==> src/rtl/div_iter_pkg.sv <==
// Shared configuration for the divide unit: datapath width and divider FSM states.
package div_iter_pkg;

   localparam int unsigned XLEN = 32;

   typedef enum logic [1:0] {
      IDLE,
      CALC,
      FIX
   } div_state_t;

endpackage

==> src/rtl/div_iter_add.sv <==
// Parameterised adder/subtractor; op_i=1 selects a_i - b_i.
module div_iter_add #(
   parameter int unsigned Width = 33
) (
   input  logic [Width-1:0] a_i,
   input  logic [Width-1:0] b_i,
   input  logic             op_i,
   output logic [Width-1:0] sum_o
);

   always_comb begin
      sum_o = op_i ? (a_i - b_i) : (a_i + b_i);
   end

endmodule

==> src/rtl/div_iter.sv <==
// Iterative radix-2 restoring divider: one quotient bit per clock, sign fix-up in a final cycle.
module div_iter #(
   parameter int unsigned XLEN = div_iter_pkg::XLEN
) (
   input  logic            clock,
   input  logic            reset,
   input  logic            valid_in,
   output logic            ready_out,
   input  logic            sgn,
   input  logic [XLEN-1:0] data0,
   input  logic [XLEN-1:0] data1,
   output logic [XLEN-1:0] quotient,
   output logic [XLEN-1:0] remainder,
   output logic            valid_out
);

   import div_iter_pkg::*;

   localparam int unsigned CntW = $clog2(XLEN);

   div_state_t      state_q, state_d;
   logic [CntW-1:0] cnt_q, cnt_d;
   logic [XLEN-1:0] rem_q, rem_d;
   // dvd_q shifts the dividend out at the top and the quotient in at the bottom
   logic [XLEN-1:0] dvd_q, dvd_d;
   logic [XLEN-1:0] dvs_q, dvs_d;
   logic            negq_q, negq_d;
   logic            negr_q, negr_d;
   logic [XLEN-1:0] quo_out_q, quo_out_d;
   logic [XLEN-1:0] rem_out_q, rem_out_d;
   logic            valid_q, valid_d;

   logic [XLEN:0]   part;
   logic [XLEN:0]   trial;
   logic [XLEN-1:0] a_mag, b_mag;

   assign part = {rem_q, dvd_q[XLEN-1]};

   div_iter_add #(
      .Width(XLEN + 1)
   ) u_trial_sub (
      .a_i  (part),
      .b_i  ({1'b0, dvs_q}),
      .op_i (1'b1),
      .sum_o(trial)
   );

   always_comb begin
      a_mag = (sgn && data0[XLEN-1]) ? (~data0 + 1'b1) : data0;
      b_mag = (sgn && data1[XLEN-1]) ? (~data1 + 1'b1) : data1;
   end

   always_comb begin
      state_d   = state_q;
      cnt_d     = cnt_q;
      rem_d     = rem_q;
      dvd_d     = dvd_q;
      dvs_d     = dvs_q;
      negq_d    = negq_q;
      negr_d    = negr_q;
      quo_out_d = quo_out_q;
      rem_out_d = rem_out_q;
      valid_d   = 1'b0;

      case (state_q)
         IDLE: begin
            if (valid_in) begin
               dvd_d   = a_mag;
               dvs_d   = b_mag;
               rem_d   = '0;
               negq_d  = sgn & (data0[XLEN-1] ^ data1[XLEN-1]);
               negr_d  = sgn & data0[XLEN-1];
               cnt_d   = CntW'(XLEN - 1);
               state_d = CALC;
            end
         end
         CALC: begin
            if (!trial[XLEN]) begin
               rem_d = trial[XLEN-1:0];
               dvd_d = {dvd_q[XLEN-2:0], 1'b1};
            end else begin
               rem_d = part[XLEN-1:0];
               dvd_d = {dvd_q[XLEN-2:0], 1'b0};
            end
            cnt_d = cnt_q - CntW'(1);
            if (cnt_q == '0) begin
               state_d = FIX;
            end
         end
         FIX: begin
            // Divide by zero keeps the all-ones quotient regardless of sign
            quo_out_d = (negq_q && (dvs_q != '0)) ? (~dvd_q + 1'b1) : dvd_q;
            rem_out_d = negr_q ? (~rem_q + 1'b1) : rem_q;
            valid_d   = 1'b1;
            state_d   = IDLE;
         end
         default: begin
            state_d = IDLE;
         end
      endcase
   end

   always_ff @(posedge clock or negedge reset) begin
      if (!reset) begin
         state_q   <= IDLE;
         cnt_q     <= '0;
         rem_q     <= '0;
         dvd_q     <= '0;
         dvs_q     <= '0;
         negq_q    <= 1'b0;
         negr_q    <= 1'b0;
         quo_out_q <= '0;
         rem_out_q <= '0;
         valid_q   <= 1'b0;
      end else begin
         state_q   <= state_d;
         cnt_q     <= cnt_d;
         rem_q     <= rem_d;
         dvd_q     <= dvd_d;
         dvs_q     <= dvs_d;
         negq_q    <= negq_d;
         negr_q    <= negr_d;
         quo_out_q <= quo_out_d;
         rem_out_q <= rem_out_d;
         valid_q   <= valid_d;
      end
   end

   assign ready_out = (state_q == IDLE);
   assign quotient  = quo_out_q;
   assign remainder = rem_out_q;
   assign valid_out = valid_q;

endmodule

==> config.mk <==
export PLATFORM = sky130hd
export DESIGN_NAME = div_iter
export DESIGN_NICKNAME = d
export VERILOG_FILES = /design/src/rtl/div_iter_pkg.sv /design/src/rtl/div_iter_add.sv /design/src/rtl/div_iter.sv
export SDC_FILE = /design/constraint.sdc
export NUM_CORES = 1
export LEC_CHECK = 0
export ABC_CLOCK_PERIOD_IN_PS = 4700
export CAP_MARGIN = 10
export CORE_ASPECT_RATIO = 0.8
export CORE_MARGIN = 2
export CORE_UTILIZATION = 61
export DETAILED_ROUTE_END_ITERATION = 10
export PLACE_DENSITY = 0.86
export SYNTH_ARGS = -nofsm -noshare
export SYNTH_HDL_FRONTEND = slang
export SYNTH_SLANG_ARGS = --single-unit
==> constraint.sdc <==
create_clock -name clock -period 4.7 [get_ports clock]
set_input_delay 0.47 -clock clock [delete_from_list [all_inputs] [get_ports clock]]
set_output_delay 0.47 -clock clock [all_outputs]
set_load 0.02 [all_outputs]
* Word level (Yosys, flattened, before mapping)
Index checks and enable logic that the tools add are counted. W data, S select, Z words.
Word-level totals: register bits 170, input port bits 68, output and inout port bits 66, logic and storage cells 53
Operators by class: $add $sub $neg 6, eq/ne operators 4, muxes and demuxes 16, bitwise gates (word level) 7, reductions and logical operators 10
Operators by type and width (number):
- $mux W32 | 7
- $add A32 B1 Y32 const B | 4
- $not A32 Y32 | 4
- $pmux W32 S2 | 2
- $sub A33 B32 Y33 | 1
- $reduce_bool A32 Y1 | 1
- $pmux W5 S2 | 1
- $reduce_and A2 Y1 | 3
- $logic_not A5 Y1 | 1
- $mux W5 | 1
- $sub A5 B1 Y5 const B | 1
- $mux W2 | 2
- $ne A2 B2 Y1 const B | 2
- $pmux W2 S2 | 1
- $logic_and A1 B1 Y1 | 3
- $and A1 B1 Y1 | 2
- $eq A2 B1 Y1 const B | 1
- $eq A2 B2 Y1 const B | 1
- $logic_not A2 Y1 | 1
- $mux W1 | 2
- $reduce_bool A2 Y1 | 1
- $xor A1 B1 Y1 | 1

* Longest topological paths before layout
word-level depth 5, mapped depth 13, gate-level depth less buffers 12

* Cells and area by module
Synthesis repeated with hierarchy kept, for this count alone.
Second synthesis, totals: cell total of the unflattened synthesis 1455, area, all modules 12225.5 um^2
By module, submodules not included:
- div_iter | instances 1, cells each 1086, area each 9688.0 um^2, sequential area each 4254.1 um^2
- div_iter_add | instances 1, cells each 369, area each 2537.4 um^2, sequential area each 0.0 um^2

* Worst setup path after synthesis
OpenSTA, ideal clock, no wires.
path kind reg2reg, start register rem_q[4], end register dvd_q[0], setup time 126 ps, arrival 3028 ps, required time 4574 ps, slack 1546 ps, cell stages (with the launch flop) 12, path buffers 1, period minus slack after synthesis 3154 ps, cell sequence dfrtp_1 -> ha_1 -> a21oi_1 -> nor3b_1 -> a21oi_1 -> a221o_1 -> o31a_1 -> mux2_2 -> nor2_4 -> buf_4 -> nor2_1 -> a221o_1
Between the ends: longest elaborated chain between the ends 3
Ends and longest elaborated chain:
- start: declaration | RTL line div_iter.sv:23 | logic [XLEN-1:0] rem_q, rem_d;
- start signal: assignment | RTL line div_iter.sv:118 | rem_q <= rem_d;
- $sub A33 B32 Y33 | RTL line div_iter_add.sv:12 | sum_o = op_i ? (a_i - b_i) : (a_i + b_i);
- $mux W1 | RTL line div_iter.sv:78 | if (!trial[XLEN]) begin
- $pmux W32 S2 | RTL line div_iter.sv:65 | case (state_q)
- end signal: assignment | RTL line div_iter.sv:119 | dvd_q <= dvd_d;
- end: declaration | RTL line div_iter.sv:25 | logic [XLEN-1:0] dvd_q, dvd_d;
Every way passes these cells. A chain may end at the register's enable or synchronous reset.

* Final worst setup path
start register rem_q[4], end register rem_q[24]
Between the ends: longest elaborated chain between the ends 3
Ends and longest elaborated chain (RTL line):
- $sub A33 B32 Y33 | div_iter_add.sv:12
- $mux W32 | div_iter.sv:78
- $pmux W32 S2 | div_iter.sv:65
Every way passes these cells.

==> out/metrics.yaml <==
outcome:
  status: "finished clean"
logic_synthesis:
  synth_top_area_share_pct: 38.9
  synth_commonest_cells: "170 x dfrtp_1, 154 x nand2_1, 123 x o21ai_1, 98 x xor2_1, 91 x o21ai_0"
  synth_top_family_by_area: "compound AO/OA/AOI/OAI gates"
  synthTopCellsByArea: "dfrtp_1 39%, xor2_1 7.8%, o21ai_1 5.6%, nand2_1 5.3%, ha_1 4.3%"
  yosys.area.top_type: "dfrtp_1"
  synth_enable_flop_cells: 0
  synthCells: 1263
  yosysMostFrequentCell: "dfrtp_1"
  synth_flop_cell: "dfrtp_1"
  synth_cell_types: 65
  yosysSeqAreaShare_pct: 38.9
  synth_mux_area_share_pct: 2.30
  synthSimpleGateAreaFrac_pct: 16.2
  syn-num-nets: 1370
  synth-xor-area-share_pct: 11.8
  synth_warnings: 0
  yosys.area_share.adder_pct: 4.53
  synth-compound-area-share_pct: 22.1
  syn_avg_cell_area_um2: 8.67
  async_flop_share_pct: 100
  syn_area_um2: 10900
  ys_seq_elements: 170
timing:
  finalCritPeriodShare_pct: 82.6
  worst_slew_pin_slew_ps: 1060
  hold_violations: 0
  slew_headroom_pct: 29.3
  finalMaxSlewViolations: 0
  setup_slack_ps: 816
  period_needed_ps: 3880
  finClkSkew_ps: 9.37
  whs_ps: 120
  setup_viol: 0
  fmax_mhz: 257
  rsz0062_at_grt: "false"
  setup_tns_ps: 0
place:
  preCtsSetupSlack_ps: 906
  port_buffers: 133
  place_area_um2: 12400
  placedCellCount: 1562
  dp.final_hpwl_um: 21300
  place_congestion: 0.964
die:
  fp.dieW_um: 154
  die_area_um2: 19000
  die_h_um: 124
  io_pins: 134
  rows: 43
  start_util_pct: 62.8
  core_um2: 17400
cts:
  clkSinkCount: 170
  cts_tree: "built"
  clk_path_buf_depth: 2
  cts.hold.buffers_added: 0
  h-tree-depth: 4
  clk_latency_ps: 430
  path_clk_slew_ps: 70
  post_cts_buffers: 0
  cts_resized: 0
  root_buffer: "clkbuf_16"
  cts_made_buffers: 17
power:
  swShare_pct: 47.8
  power_frac_seq_pct: 28.8
  p_clk_share_pct: 14.1
  p_total_mw: 9.92
  power_density_nw_per_um2: 764
  switchingPower_mw: 4.74
  ir_drop_uv: 405
  pwr-share-comb_pct: 57.0
  leakage_nw: 5.47
  p_int_mw: 5.18
critical_path:
  r2r_cells: 11
  critical_path_class: "reg2reg"
  r2r-end: "rem_q[24]$_DFFE_PN0P_"
  startpoint_type: "flop"
  max_stage_delay_ps: 470
  endpoint_kind: "flop"
  crit_buf_inv: 1
  cp_max_fo: 24
  slowest_stage: "dfrtp_1"
  path_cells: "ha_1, a21oi_1, nor3b_1, a21oi_1, a221o_1, o31a_1, mux2_2, nor2_4, buf_4, mux2i_1, o21ai_1"
  required_ps: 5000
  crit_top_cell: "a21oi_1"
  arrival_ps: 4180
  regToRegSetupSlack_ps: 820
  r2r_start: "rem_q[4]$_DFFE_PN0P_"
  cp_top_family: "compound AO/OA/AOI/OAI gates"
layout:
  area_growth_pct: 18.6
  final_core_util_pct: 74.4
  num_antenna_cells: 0
  postLayoutCellArea_um2: 13000
  final_cell_count_no_fill: 1594
  final_net_count: 1463
  layout-drive-gt1-share_pct: 4.31
routing:
  firstDrtPassIters: 5
  ant_nets: 0
  wire_per_inst_um: 18.6
  drt_iter0_drc: 969
  dr_total_vias: 9957
  drt-vias-per-instance: 6.25
  drt-total-wl_um: 29600
  route.detailed.drc: 0
worst_hold_path:
  min_path_type: "in2async"
global_routing:
  grt_start_max_net_pins: 171
  grt_pass1_wl_um: 47400
  grt_antenna_before_repair: 0
  overflow: 0
  grt.total_usage_pct: 31.4
  grt_pass1_vias: 9086
job:
  drv_cap: 0
layout make-up:
cell class              count  area, um2
multi-input cells         976       6260
fillers                  1317       4450
flip-flops and latches    170       4250
repair buffers            140       1400
clock buffers              20        457
well taps                 225        282
inverters                  51        191
clock inverters            12        133
worst reg2reg max path, delay by kind of cell, from the launching register on:
family | cells | cell delay [ps]
buffers and inverters | 1 | 430
adder cells (fa/ha/maj) | 1 | 410
flip-flops | 1 | 470
AND/OR/NAND/NOR | 2 | 660
multiplexers | 2 | 580
AO/OA/AOI/OAI | 5 | 1200
sequential cells by signal (all words and copies together), names as in the netlist:
| name | flops |
|---|---|
| rem_q | 32 |
| negq_q | 1 |
| remainder | 32 |
| valid_out | 1 |
| negr_q | 1 |
| quotient | 32 |
| dvd_q | 32 |
| cnt_q | 5 |
| dvs_q | 32 |
| state_q | 2 |
layout by cell type (no fill, tap or decap), drive strengths merged, types with 24 or more instances in the layout:
| cell | instances |
|---|---|
| a21oi | 55 |
| a22oi | 29 |
| clkdlybuf4s50 | 132 |
| dfrtp | 170 |
| ha | 38 |
| inv | 56 |
| mux2i | 24 |
| nand2 | 154 |
| nand3 | 38 |
| nor2 | 39 |
| o21ai | 214 |
| o31ai | 29 |
| xnor2 | 50 |
| xor2 | 98 |
metal layers:
metal | part of all wire [%] | vias to the layer above | global-route usage [%] | routed length, um
met4 | 1.4 | 0 | 7.97 | 407
met2 | 42 | 508 | 44.8 | 12300
li1 | - | 4702 | - | -
met1 | 46 | 4711 | 48.9 | 13600
met3 | 11 | 36 | 6.47 | 3250
met5 | 0 | - | 0 | 0
cells by family after synthesis:
group           after synthesis
xor+xnor                    148
flops                       170
buf+inv                     117
mux                          25
fa+ha+maj                    39
simple gates                359
compound gates              405
how the worst max path moves through the flow:
stage | start | to | slack (ps) | cells after the start
6_report | rem_q[4]$_DFFE_PN0P_ | rem_q[24]$_DFFE_PN0P_ | 820 | 11
3_5_place_dp | rem_q[1]$_DFFE_PN0P_ | rem_q[8]$_DFFE_PN0P_ | 910 | 11
3_3_place_gp | dvd_q[31]$_DFFE_PN0P_ | rem_q[27]$_DFFE_PN0P_ | 1050 | 13
4_1_cts | rem_q[1]$_DFFE_PN0P_ | rem_q[24]$_DFFE_PN0P_ | 890 | 11
5_1_grt | rem_q[4]$_DFFE_PN0P_ | rem_q[8]$_DFFE_PN0P_ | 550 | 11
2_1_floorplan | rem_q[4]$_DFFE_PN0P_ | dvd_q[0]$_DFFE_PN0P_ | 1550 | 11
power by group through the flow:
stage,clock [mW],sequential [mW],combinational [mW]
CTS,1.41,2.81,5.56
global route,1.47,2.92,6.22
global placement,0,2.78,5.33
detailed placement,0,2.82,5.48
finish,1.40,2.86,5.66
floorplan,0,2.59,4.19
Note: power is estimated with default switching activity, not from simulation.
